**src/rtl/lfsr_tap_search.sv**
```systemverilog
`default_nettype none
// ============================================================================
// Module      : lfsr_tap_search
// Description : Finds which LFSR tap pattern, and which seed, produced a
//               block of ciphertext. Tap indices 0..7 are tried in ascending
//               order. For each one the candidate seed is taken from ciphertext
//               byte 0, and the remaining preamble bytes are checked against
//               the keystream. The search stops at the first index that
//               decrypts the whole preamble.
//
// Parameters  : PRE_LEN   - preamble length in bytes (2..64)
//               PRE_CHAR  - known plaintext character (bits [6:0] used)
//               BASE_ADDR - data-memory address of ciphertext byte 0
//
// Ports       : Clk       in   1  rising-edge clock
//               Reset     in   1  synchronous, active-low reset
//               Start     in   1  search request, accepted only in IDLE/DONE
//               MemAddr   out  8  ciphertext read address (registered)
//               MemData   in   8  read data, one cycle after MemAddr
//               TapIndex  out  4  tap LUT index (bit 3 always 0)
//               Tap       in   7  tap pattern, combinational from TapIndex
//               Busy      out  1  search in progress
//               Done      out  1  result valid, held until next Start/reset
//               Found     out  1  a tap index matched
//               FoundIdx  out  3  matching tap index (0 when not found)
//               Seed      out  7  recovered seed (0 when not found)
//
// Revision    : 1.0  initial release
// ============================================================================
module lfsr_tap_search #(
    parameter int unsigned PRE_LEN   = 10,
    parameter logic [7:0]  PRE_CHAR  = 8'h20,
    parameter logic [7:0]  BASE_ADDR = 8'h00
) (
    input  logic       Clk,
    input  logic       Reset,
    input  logic       Start,
    output logic [7:0] MemAddr,
    input  logic [7:0] MemData,
    output logic [3:0] TapIndex,
    input  logic [6:0] Tap,
    output logic       Busy,
    output logic       Done,
    output logic       Found,
    output logic [2:0] FoundIdx,
    output logic [6:0] Seed
);

    // ------------------------------------------------------------------------
    // Constants
    // ------------------------------------------------------------------------
    localparam logic [2:0] c_ST_IDLE   = 3'd0;
    localparam logic [2:0] c_ST_FETCH0 = 3'd1;
    localparam logic [2:0] c_ST_SEED   = 3'd2;
    localparam logic [2:0] c_ST_CHECK  = 3'd3;
    localparam logic [2:0] c_ST_DONE   = 3'd4;

    localparam logic [6:0] c_PRE       = PRE_CHAR[6:0];
    // Index of the last preamble byte; PRE_LEN <= 64 so six bits suffice.
    localparam logic [5:0] c_LAST_IDX  = 6'(PRE_LEN - 1);
    localparam logic [2:0] c_LAST_TAP  = 3'd7;

    // ------------------------------------------------------------------------
    // State and datapath registers
    // ------------------------------------------------------------------------
    logic [2:0] r_state;
    logic [2:0] w_next_state;

    logic [6:0] r_lfsr;       // keystream state S for the byte being checked
    logic [6:0] r_cand;       // candidate seed for the tap under test
    logic [5:0] r_idx;        // index i of the byte being checked
    logic [2:0] r_tap_idx;
    logic [7:0] r_mem_addr;
    logic       r_found;
    logic [2:0] r_found_idx;
    logic [6:0] r_seed;

    logic       w_busy;
    logic       w_done;

    // ------------------------------------------------------------------------
    // Combinational helpers
    // ------------------------------------------------------------------------
    logic [6:0] w_seed_cap;
    logic [6:0] w_next_lfsr;
    logic       w_match;
    logic       w_last_byte;
    logic       w_last_tap;
    logic [5:0] w_idx_inc;
    logic       w_unused_ok;

    assign w_seed_cap  = MemData[6:0] ^ c_PRE;
    assign w_next_lfsr = {r_lfsr[5:0], ^(r_lfsr & Tap)};
    assign w_match     = ((MemData[6:0] ^ w_next_lfsr) == c_PRE);
    assign w_last_byte = (r_idx == c_LAST_IDX);
    assign w_last_tap  = (r_tap_idx == c_LAST_TAP);
    assign w_idx_inc   = r_idx + 6'd1;

    // Ciphertext bit 7 carries no keystream information.
    assign w_unused_ok = MemData[7];

    // ------------------------------------------------------------------------
    // FSM: state register
    // ------------------------------------------------------------------------
    always_ff @(posedge Clk) begin
        if (!Reset) begin
            r_state <= c_ST_IDLE;
        end else begin
            r_state <= w_next_state;
        end
    end

    // ------------------------------------------------------------------------
    // FSM: next-state logic
    // ------------------------------------------------------------------------
    always_comb begin
        w_next_state = r_state;
        case (r_state)
            c_ST_IDLE,
            c_ST_DONE: begin
                if (Start) begin
                    w_next_state = c_ST_FETCH0;
                end
            end
            c_ST_FETCH0: begin
                w_next_state = c_ST_SEED;
            end
            c_ST_SEED: begin
                w_next_state = c_ST_CHECK;
            end
            c_ST_CHECK: begin
                if (w_match) begin
                    if (w_last_byte) begin
                        w_next_state = c_ST_DONE;
                    end
                end else if (w_last_tap) begin
                    w_next_state = c_ST_DONE;
                end else begin
                    w_next_state = c_ST_FETCH0;
                end
            end
            default: begin
                w_next_state = c_ST_IDLE;
            end
        endcase
    end

    // ------------------------------------------------------------------------
    // FSM: state-decoded outputs
    // ------------------------------------------------------------------------
    always_comb begin
        w_busy = 1'b0;
        w_done = 1'b0;
        case (r_state)
            c_ST_FETCH0,
            c_ST_SEED,
            c_ST_CHECK: w_busy = 1'b1;
            c_ST_DONE:  w_done = 1'b1;
            default: begin
                w_busy = 1'b0;
                w_done = 1'b0;
            end
        endcase
    end

    // ------------------------------------------------------------------------
    // Datapath
    //
    // The memory returns data one cycle after the address is presented, so
    // the address for byte k is always presented while byte k-1 is being
    // consumed: BASE in FETCH0, BASE+1 in SEED, BASE+i+1 while checking
    // byte i. Once the last preamble address is reached it is held, so no
    // read ever goes past BASE_ADDR+PRE_LEN-1. All address sums wrap mod 256.
    // ------------------------------------------------------------------------
    always_ff @(posedge Clk) begin
        if (!Reset) begin
            r_lfsr      <= 7'd0;
            r_cand      <= 7'd0;
            r_idx       <= 6'd0;
            r_tap_idx   <= 3'd0;
            r_mem_addr  <= 8'd0;
            r_found     <= 1'b0;
            r_found_idx <= 3'd0;
            r_seed      <= 7'd0;
        end else begin
            case (r_state)
                c_ST_IDLE,
                c_ST_DONE: begin
                    if (Start) begin
                        r_tap_idx   <= 3'd0;
                        r_found     <= 1'b0;
                        r_found_idx <= 3'd0;
                        r_seed      <= 7'd0;
                        r_mem_addr  <= BASE_ADDR;
                    end
                end
                c_ST_FETCH0: begin
                    r_mem_addr <= BASE_ADDR + 8'd1;
                end
                c_ST_SEED: begin
                    r_lfsr <= w_seed_cap;
                    r_cand <= w_seed_cap;
                    r_idx  <= 6'd1;
                    // With a two-byte preamble byte 1 is already the last one.
                    if (c_LAST_IDX != 6'd1) begin
                        r_mem_addr <= BASE_ADDR + 8'd2;
                    end
                end
                c_ST_CHECK: begin
                    if (w_match) begin
                        if (w_last_byte) begin
                            r_found     <= 1'b1;
                            r_found_idx <= r_tap_idx;
                            r_seed      <= r_cand;
                        end else begin
                            r_lfsr <= w_next_lfsr;
                            r_idx  <= w_idx_inc;
                            if (w_idx_inc != c_LAST_IDX) begin
                                r_mem_addr <= r_mem_addr + 8'd1;
                            end
                        end
                    end else if (!w_last_tap) begin
                        r_tap_idx  <= r_tap_idx + 3'd1;
                        r_mem_addr <= BASE_ADDR;
                    end
                end
                default: begin
                    r_mem_addr <= r_mem_addr;
                end
            endcase
        end
    end

    // ------------------------------------------------------------------------
    // Outputs
    // ------------------------------------------------------------------------
    assign MemAddr  = r_mem_addr;
    assign TapIndex = {1'b0, r_tap_idx};
    assign Busy     = w_busy;
    assign Done     = w_done;
    assign Found    = r_found;
    assign FoundIdx = r_found_idx;
    assign Seed     = r_seed;

endmodule
`default_nettype wire

```
**config.mk**
```make
export PLATFORM = sky130hd
export DESIGN_NAME = lfsr_tap_search
export DESIGN_NICKNAME = d
export VERILOG_FILES = /design/src/rtl/lfsr_tap_search.sv
export SDC_FILE = /design/constraint.sdc
export NUM_CORES = 1
export LEC_CHECK = 0
export ABC_AREA = 1
export CORE_MARGIN = 10
export CORE_UTILIZATION = 53
export CTS_CLUSTER_SIZE = 16
export DETAILED_ROUTE_END_ITERATION = 7
export PLACE_DENSITY = 0.8
export SYNTH_ARGS = -nofsm -noshare
export SYNTH_HDL_FRONTEND = slang
export SYNTH_SLANG_ARGS = --single-unit
```
**constraint.sdc**
```tcl
create_clock -name Clk -period 1.79 [get_ports Clk]
set_input_delay 0.358 -clock Clk [delete_from_list [all_inputs] [get_ports Clk]]
set_output_delay 0.358 -clock Clk [all_outputs]
set_load 0.005 [all_outputs]
```
Yosys cells after proc, flatten, opt, wreduce, memory -nomap -nowiden
Index checks and enable logic that the tools add are counted.
- register bits after elaboration: 45
- output and inout port bits: 25
- word-level logic and storage cells: 79
- $add $sub $neg: 3
- eq/ne operators: 18
- muxes and demuxes: 34
- bitwise operators: 3
- reductions and logical operators: 12
- operators with widths (operator ; number):
    $mux W8 ; 5
    $mux W7 ; 5
    $pmux W8 S4 ; 1
    $pmux W7 S2 ; 2
    $mux W3 ; 9
    $mux W6 ; 2
    $ne A2 B2 Y1 const B ; 6
    $ne A3 B3 Y1 const B ; 4
    $pmux W3 S2 ; 2
    $pmux W3 S4 ; 1
    $pmux W6 S2 ; 1
    $add A8 B1 Y8 const B ; 1
    $reduce_and A4 Y1 ; 2
    $and A7 B7 Y7 ; 1
    $eq A7 B6 Y1 const B ; 1
    $reduce_xor A7 Y1 ; 1
    $xor A7 B7 Y7 ; 1
    $add A6 B1 Y6 const B ; 1
    $eq A3 B2 Y1 const B ; 2
    $eq A3 B3 Y1 const B ; 2
    $eq A6 B4 Y1 const B ; 1
    $ne A6 B4 Y1 const B ; 1
    $mux W1 ; 5
    $reduce_and A5 Y1 ; 1
    other kinds (11) ; 12

Logic depth before layout (Yosys ltp)
- word-level depth: 6
- gate-level depth with buffers: 17

Worst setup path after synthesis
Ideal clock, no wire load.
- path kind: input to register
- start point: input Tap[2]
- end point: register r_mem_addr[2] (netlist: MemAddr[2])
- arrival: 1.560 ns
- path slack: 0.118 ns
- stages on the path: 17
- path through: nand2_1 > inv_1 > nand2_1 > nand2_1 > nand2_1 > nand2_1 > nand2_1 > nand3b_1 > nand2_2 > nand2_4 > nand3_1 > nand2_1 > nor2_2 > buf_6 > nand2_1 > nand2_1 > nor2_1
- word-level cells in the longest chain between the ends: 6
- RTL lines (element ; RTL line ; text):
    from (decl) ; 41 ; input logic [6:0] Tap,
    $and A7 B7 Y7 * ; 93 ; assign w_next_lfsr = {r_lfsr[5:0], ^(r_lfsr & Tap)};
    $reduce_xor A7 Y1 * ; 93 ;
    $xor A7 B7 Y7 * ; 94 ; assign w_match = ((MemData[6:0] ^ w_next_lfsr) == c_PRE);
    $eq A7 B6 Y1 * ; 94 ;
    $ne A3 B3 Y1 (no line) or $mux W8 (tied branches) ; - ;
    $reduce_and A5 Y1 (no line) or $pmux W8 S4 (tied branches) ; - ;
    to (signal assigned) ; 198 ; r_mem_addr <= BASE_ADDR + 8'd1;
    to (signal assigned) ; 206 ; r_mem_addr <= BASE_ADDR + 8'd2;
    to (signal assigned) ; 219 ; r_mem_addr <= r_mem_addr + 8'd1;
    to (decl) ; 73 ; logic [7:0] r_mem_addr;
Mark *: on every way between the ends. The rest lies on a longest branch, timed or not.
A chain may end at the register's enable or synchronous reset.

Worst setup path after layout
- start point: register r_idx[2]
- end point: register r_mem_addr[4] (netlist: MemAddr[4])
- word-level cells in the longest chain between the ends: 4
- RTL lines (element ; RTL line ; text):
    from (decl) ; 71 ; logic [5:0] r_idx;
    from (signal assigned) ; 217 ; r_idx <= w_idx_inc;
    $add A6 B1 Y6 ; 97 ; assign w_idx_inc = r_idx + 6'd1;
    $ne A6 B4 Y1 ; 218 ; if (w_idx_inc != c_LAST_IDX) begin
    $ne A3 B3 Y1 (no line) ; - ;
    $reduce_and A5 Y1 (no line) * ; - ;
    to (signal assigned) ; 206 ;
    to (signal assigned) ; 219 ;
    to (signal assigned) ; 228 ; r_mem_addr <= r_mem_addr;
Marks and branches as above.

==> results.md <==
* DP HPWL at 4.77 mm
* Initial cell density of the core at between 50% and 60%
* # DRC at 0
* Failing checks: negative setup slack
* Worst path max stage delay at 420 ps
* Total routed wirelength at 7.52 mm
* Dpl cells at 479
* Routed vias at around 2.7k
* Post-synth top cells: nand2_1, dfxtp_1, inv_1
* Port bufs at 40
* Power, Total at 0.00261 W
* RSZ-0062 raised after global routing: yes
* Final Setup Violations at 23
* Hold Path Depth at 2
* Peak supply drop at 429 uV
* Yosys warnings at 0
* Largest net degree at the start of global routing at 28
* Die height at a little under 90 um
* Num Clock Sinks at 45
* Final Hold Fails at 0
* Post-DRT Antenna Nets at 0
* Initial antenna violation count at 1
* Die width at 88.9 um
* Share of cells above drive strength 1 at 30.9%
* Highest Clock Rate at ~0.51 GHz
* Clock latency on the worst-skew pair at 310 ps
* P&R area growth vs syn at 43.0%
* H-tree depth at 2
* Drt via density at 5.44
* Critical Path RT at 1990 ps
* Ranking of synthesized cells by area: dfxtp_1, nand2_1, inv_1
* Startpoint Class: register
* Pwr Density at slightly above 700 nW/um^2
* Routed WL per cell at ~15 um
* Congestion Overflow GR at 0
* Core region area at between 4000 and 5000 um^2
* Critical-path cell list: nand3_1 -> nor3_1 -> xor2_1 -> nor2_1 -> nand4_1 -> nand2_2 -> nor2_4 -> buf_6 -> nand2_2 -> nand2_2 -> nor2_1
* Crit path top cell by count: nand2_2
* Gr usage total at 17.5%
* Synth async-reset ratio at 0%
* Crit path depth at 11
* Unique cell type count in the Yosys netlist at 37
* IO Pins at 43
* Cells after Synth at 375
* Root buf cell: clkbuf_8
* CP delay by family, top: simple AND/OR/NAND/NOR gates
* Area of the mapped netlist at 2520 um^2
* Final clock skew at 11.0 ps
* CP endpoint kind: register
* Most common cell in the synthesized netlist: nand2_1
* Post-synthesis net count at 399
* Max-Cap Viols at 0
* First-pass GRT wire length at between 10 and 15 mm
* R2R depth at 11
* Share of Yosys cell area claimed by the top area cell type at 35.8%
* Num CTS Buffers at 5
* Die area at 7900 um^2
* RD Place Congestion at 0.913
* Mapped Avg Cell Area at about 6.7 um^2
* Vias in the first global route at between 2k and 3k
* Min cycle time layout at 1950 ps
* Worst-path clk slew at 90 ps
* CTS Buffer Depth at 2
* Fin nets at 469
* Setup WS post-layout at -162 ps
* Worst path bufs/invs at 1
* Status: finished with violations
* Sequential area share after synthesis at a little over a third
* Tcrit/Tclk final at 109%
* DRT Pass-1 Iters at 4
* Yosys reg bits at 45
* Synth area leader: dfxtp_1
* Crit path kind: reg2reg
* Crit path max fanout at 6
* Static leakage at 1.51 nW
* Layout Cells excl Fill at 501
* Worst Hold Class: reg2reg
* Initial drt markers at 180
* Final slew viol count at 0
* Primary FF master, synth: dfxtp_1
* Critical path arrival at approximately 2200 ps
* Row count at 25
* TritonCTS clock tree: done
* Worst path slowest cell: dfxtp_1
* EDFF count, synth at 0
==> logic make-up after synthesis <==
kind of cell / share of synthesized area (%)
AOI/OAI and AO/OA: 14.1
and+or+nand+nor: 34.5
DFF: 35.8
adders and majority gates: 2.98
xor gates and xnor gates: 2.44
buffers and inverters: 10.1
other: 0.149
==> flip-flops by register name, summed over array words and instances (netlist names) <==
register	count
Seed	7
r_tap_idx	3
MemAddr	8
FoundIdx	3
r_cand	7
r_idx	6
r_lfsr	7
Found	1
r_state	3
==> cell type report <==
| cell class | instances | area, um^2 |
|---|---|---|
| tap | 54 | 67.6 |
| inverter | 48 | 183 |
| clock inverter | 2 | 38.8 |
| antenna | 1 | 2.50 |
| clock buffer | 6 | 72.6 |
| fill | 345 | 1060 |
| multi-input combinational | 275 | 1660 |
| timing repair buffer | 70 | 647 |
| sequential | 45 | 923 |
==> worst reg2reg max path: stages (launching register included) <==
cell and delay (ps):
dfxtp_1 420, nand3_1 140, nor3_1 260, xor2_1 240
nor2_1 90, nand4_1 130, nand2_2 100, nor2_4 170
buf_6 170, nand2_2 60, nand2_2 50, nor2_1 40
==> cells in the final DEF, fill, tap and decap left out, types with 2 or more instances in the layout <==
cell type        instances
xor2_1                   5
nand2_1                 77
nand4_1                  4
nor2_2                   3
o21ai_0                 17
a211oi_2                 6
dfxtp_2                  9
buf_6                    7
a21oi_2                 10
nand2_4                  5
dfxtp_1                 33
nand2_2                 33
nand3_2                  4
dlygate4sd2_1           12
inv_2                   10
nand3_1                 21
buf_4                   21
inv_1                   36
nand2_8                  5
dfxtp_4                  3
nand3_4                  2
clkbuf_8                 5
xnor2_1                  2
nor2_4                   6
clkdlybuf4s50_1         28
nor2_1                  35
a21oi_1                 23
ha_1                     5
==> metal layers <==
layer	wire [um]	up-vias	global-route usage (%)
met4	265	0	6.46
met3	459	29	4.47
met5	0	-	0
met1	2950	1263	19.1
met2	3850	97	31.6
li1	-	1337	-
==> metrics by stage <==
step / util, % / area (um^2) / setup TNS, ps / hold WS [ps] / setup slack (ps)
final: 77.2 / 3600 / -1660 / 449 / -162
after global routing: 77.2 / 3600 / -6770 / 478 / -333
after CTS: 70.7 / 3300 / -0.175 / 450 / -0.175
after detailed placement: 66.1 / 3080 / -17270 / 436 / -542
after global placement: 66.1 / 3080 / -13890 / 434 / -429
after floorplan: - / 2520 / 0 / 424 / 118
==> where the power goes <==
group          internal [W]  switching (W)  leakage (nW)
logic              0.000299       0.000410          1.08
registers           0.00107      0.0000580         0.372
clock network      0.000419       0.000359        0.0554
total               0.00178       0.000826          1.51
==> timing repair <==
item                       4_1_cts  5_1_grt
setup buffers                    3        4
hold buffers                     0        0
cloned                           2        4
setup endpoints to repair       38       39
pin swaps                       22       26
gates resized for setup         47       65
==> worst paths after layout <==
kind                  start    endpoint  slack [ps]
setup / recovery   r_idx[2]  MemAddr[4]        -160
setup reg to reg   r_idx[2]  MemAddr[4]        -160
hold / removal    r_cand[2]   r_cand[2]         450
hold reg to reg   r_cand[2]   r_cand[2]         450
Power figures use the tool's default switching activity.
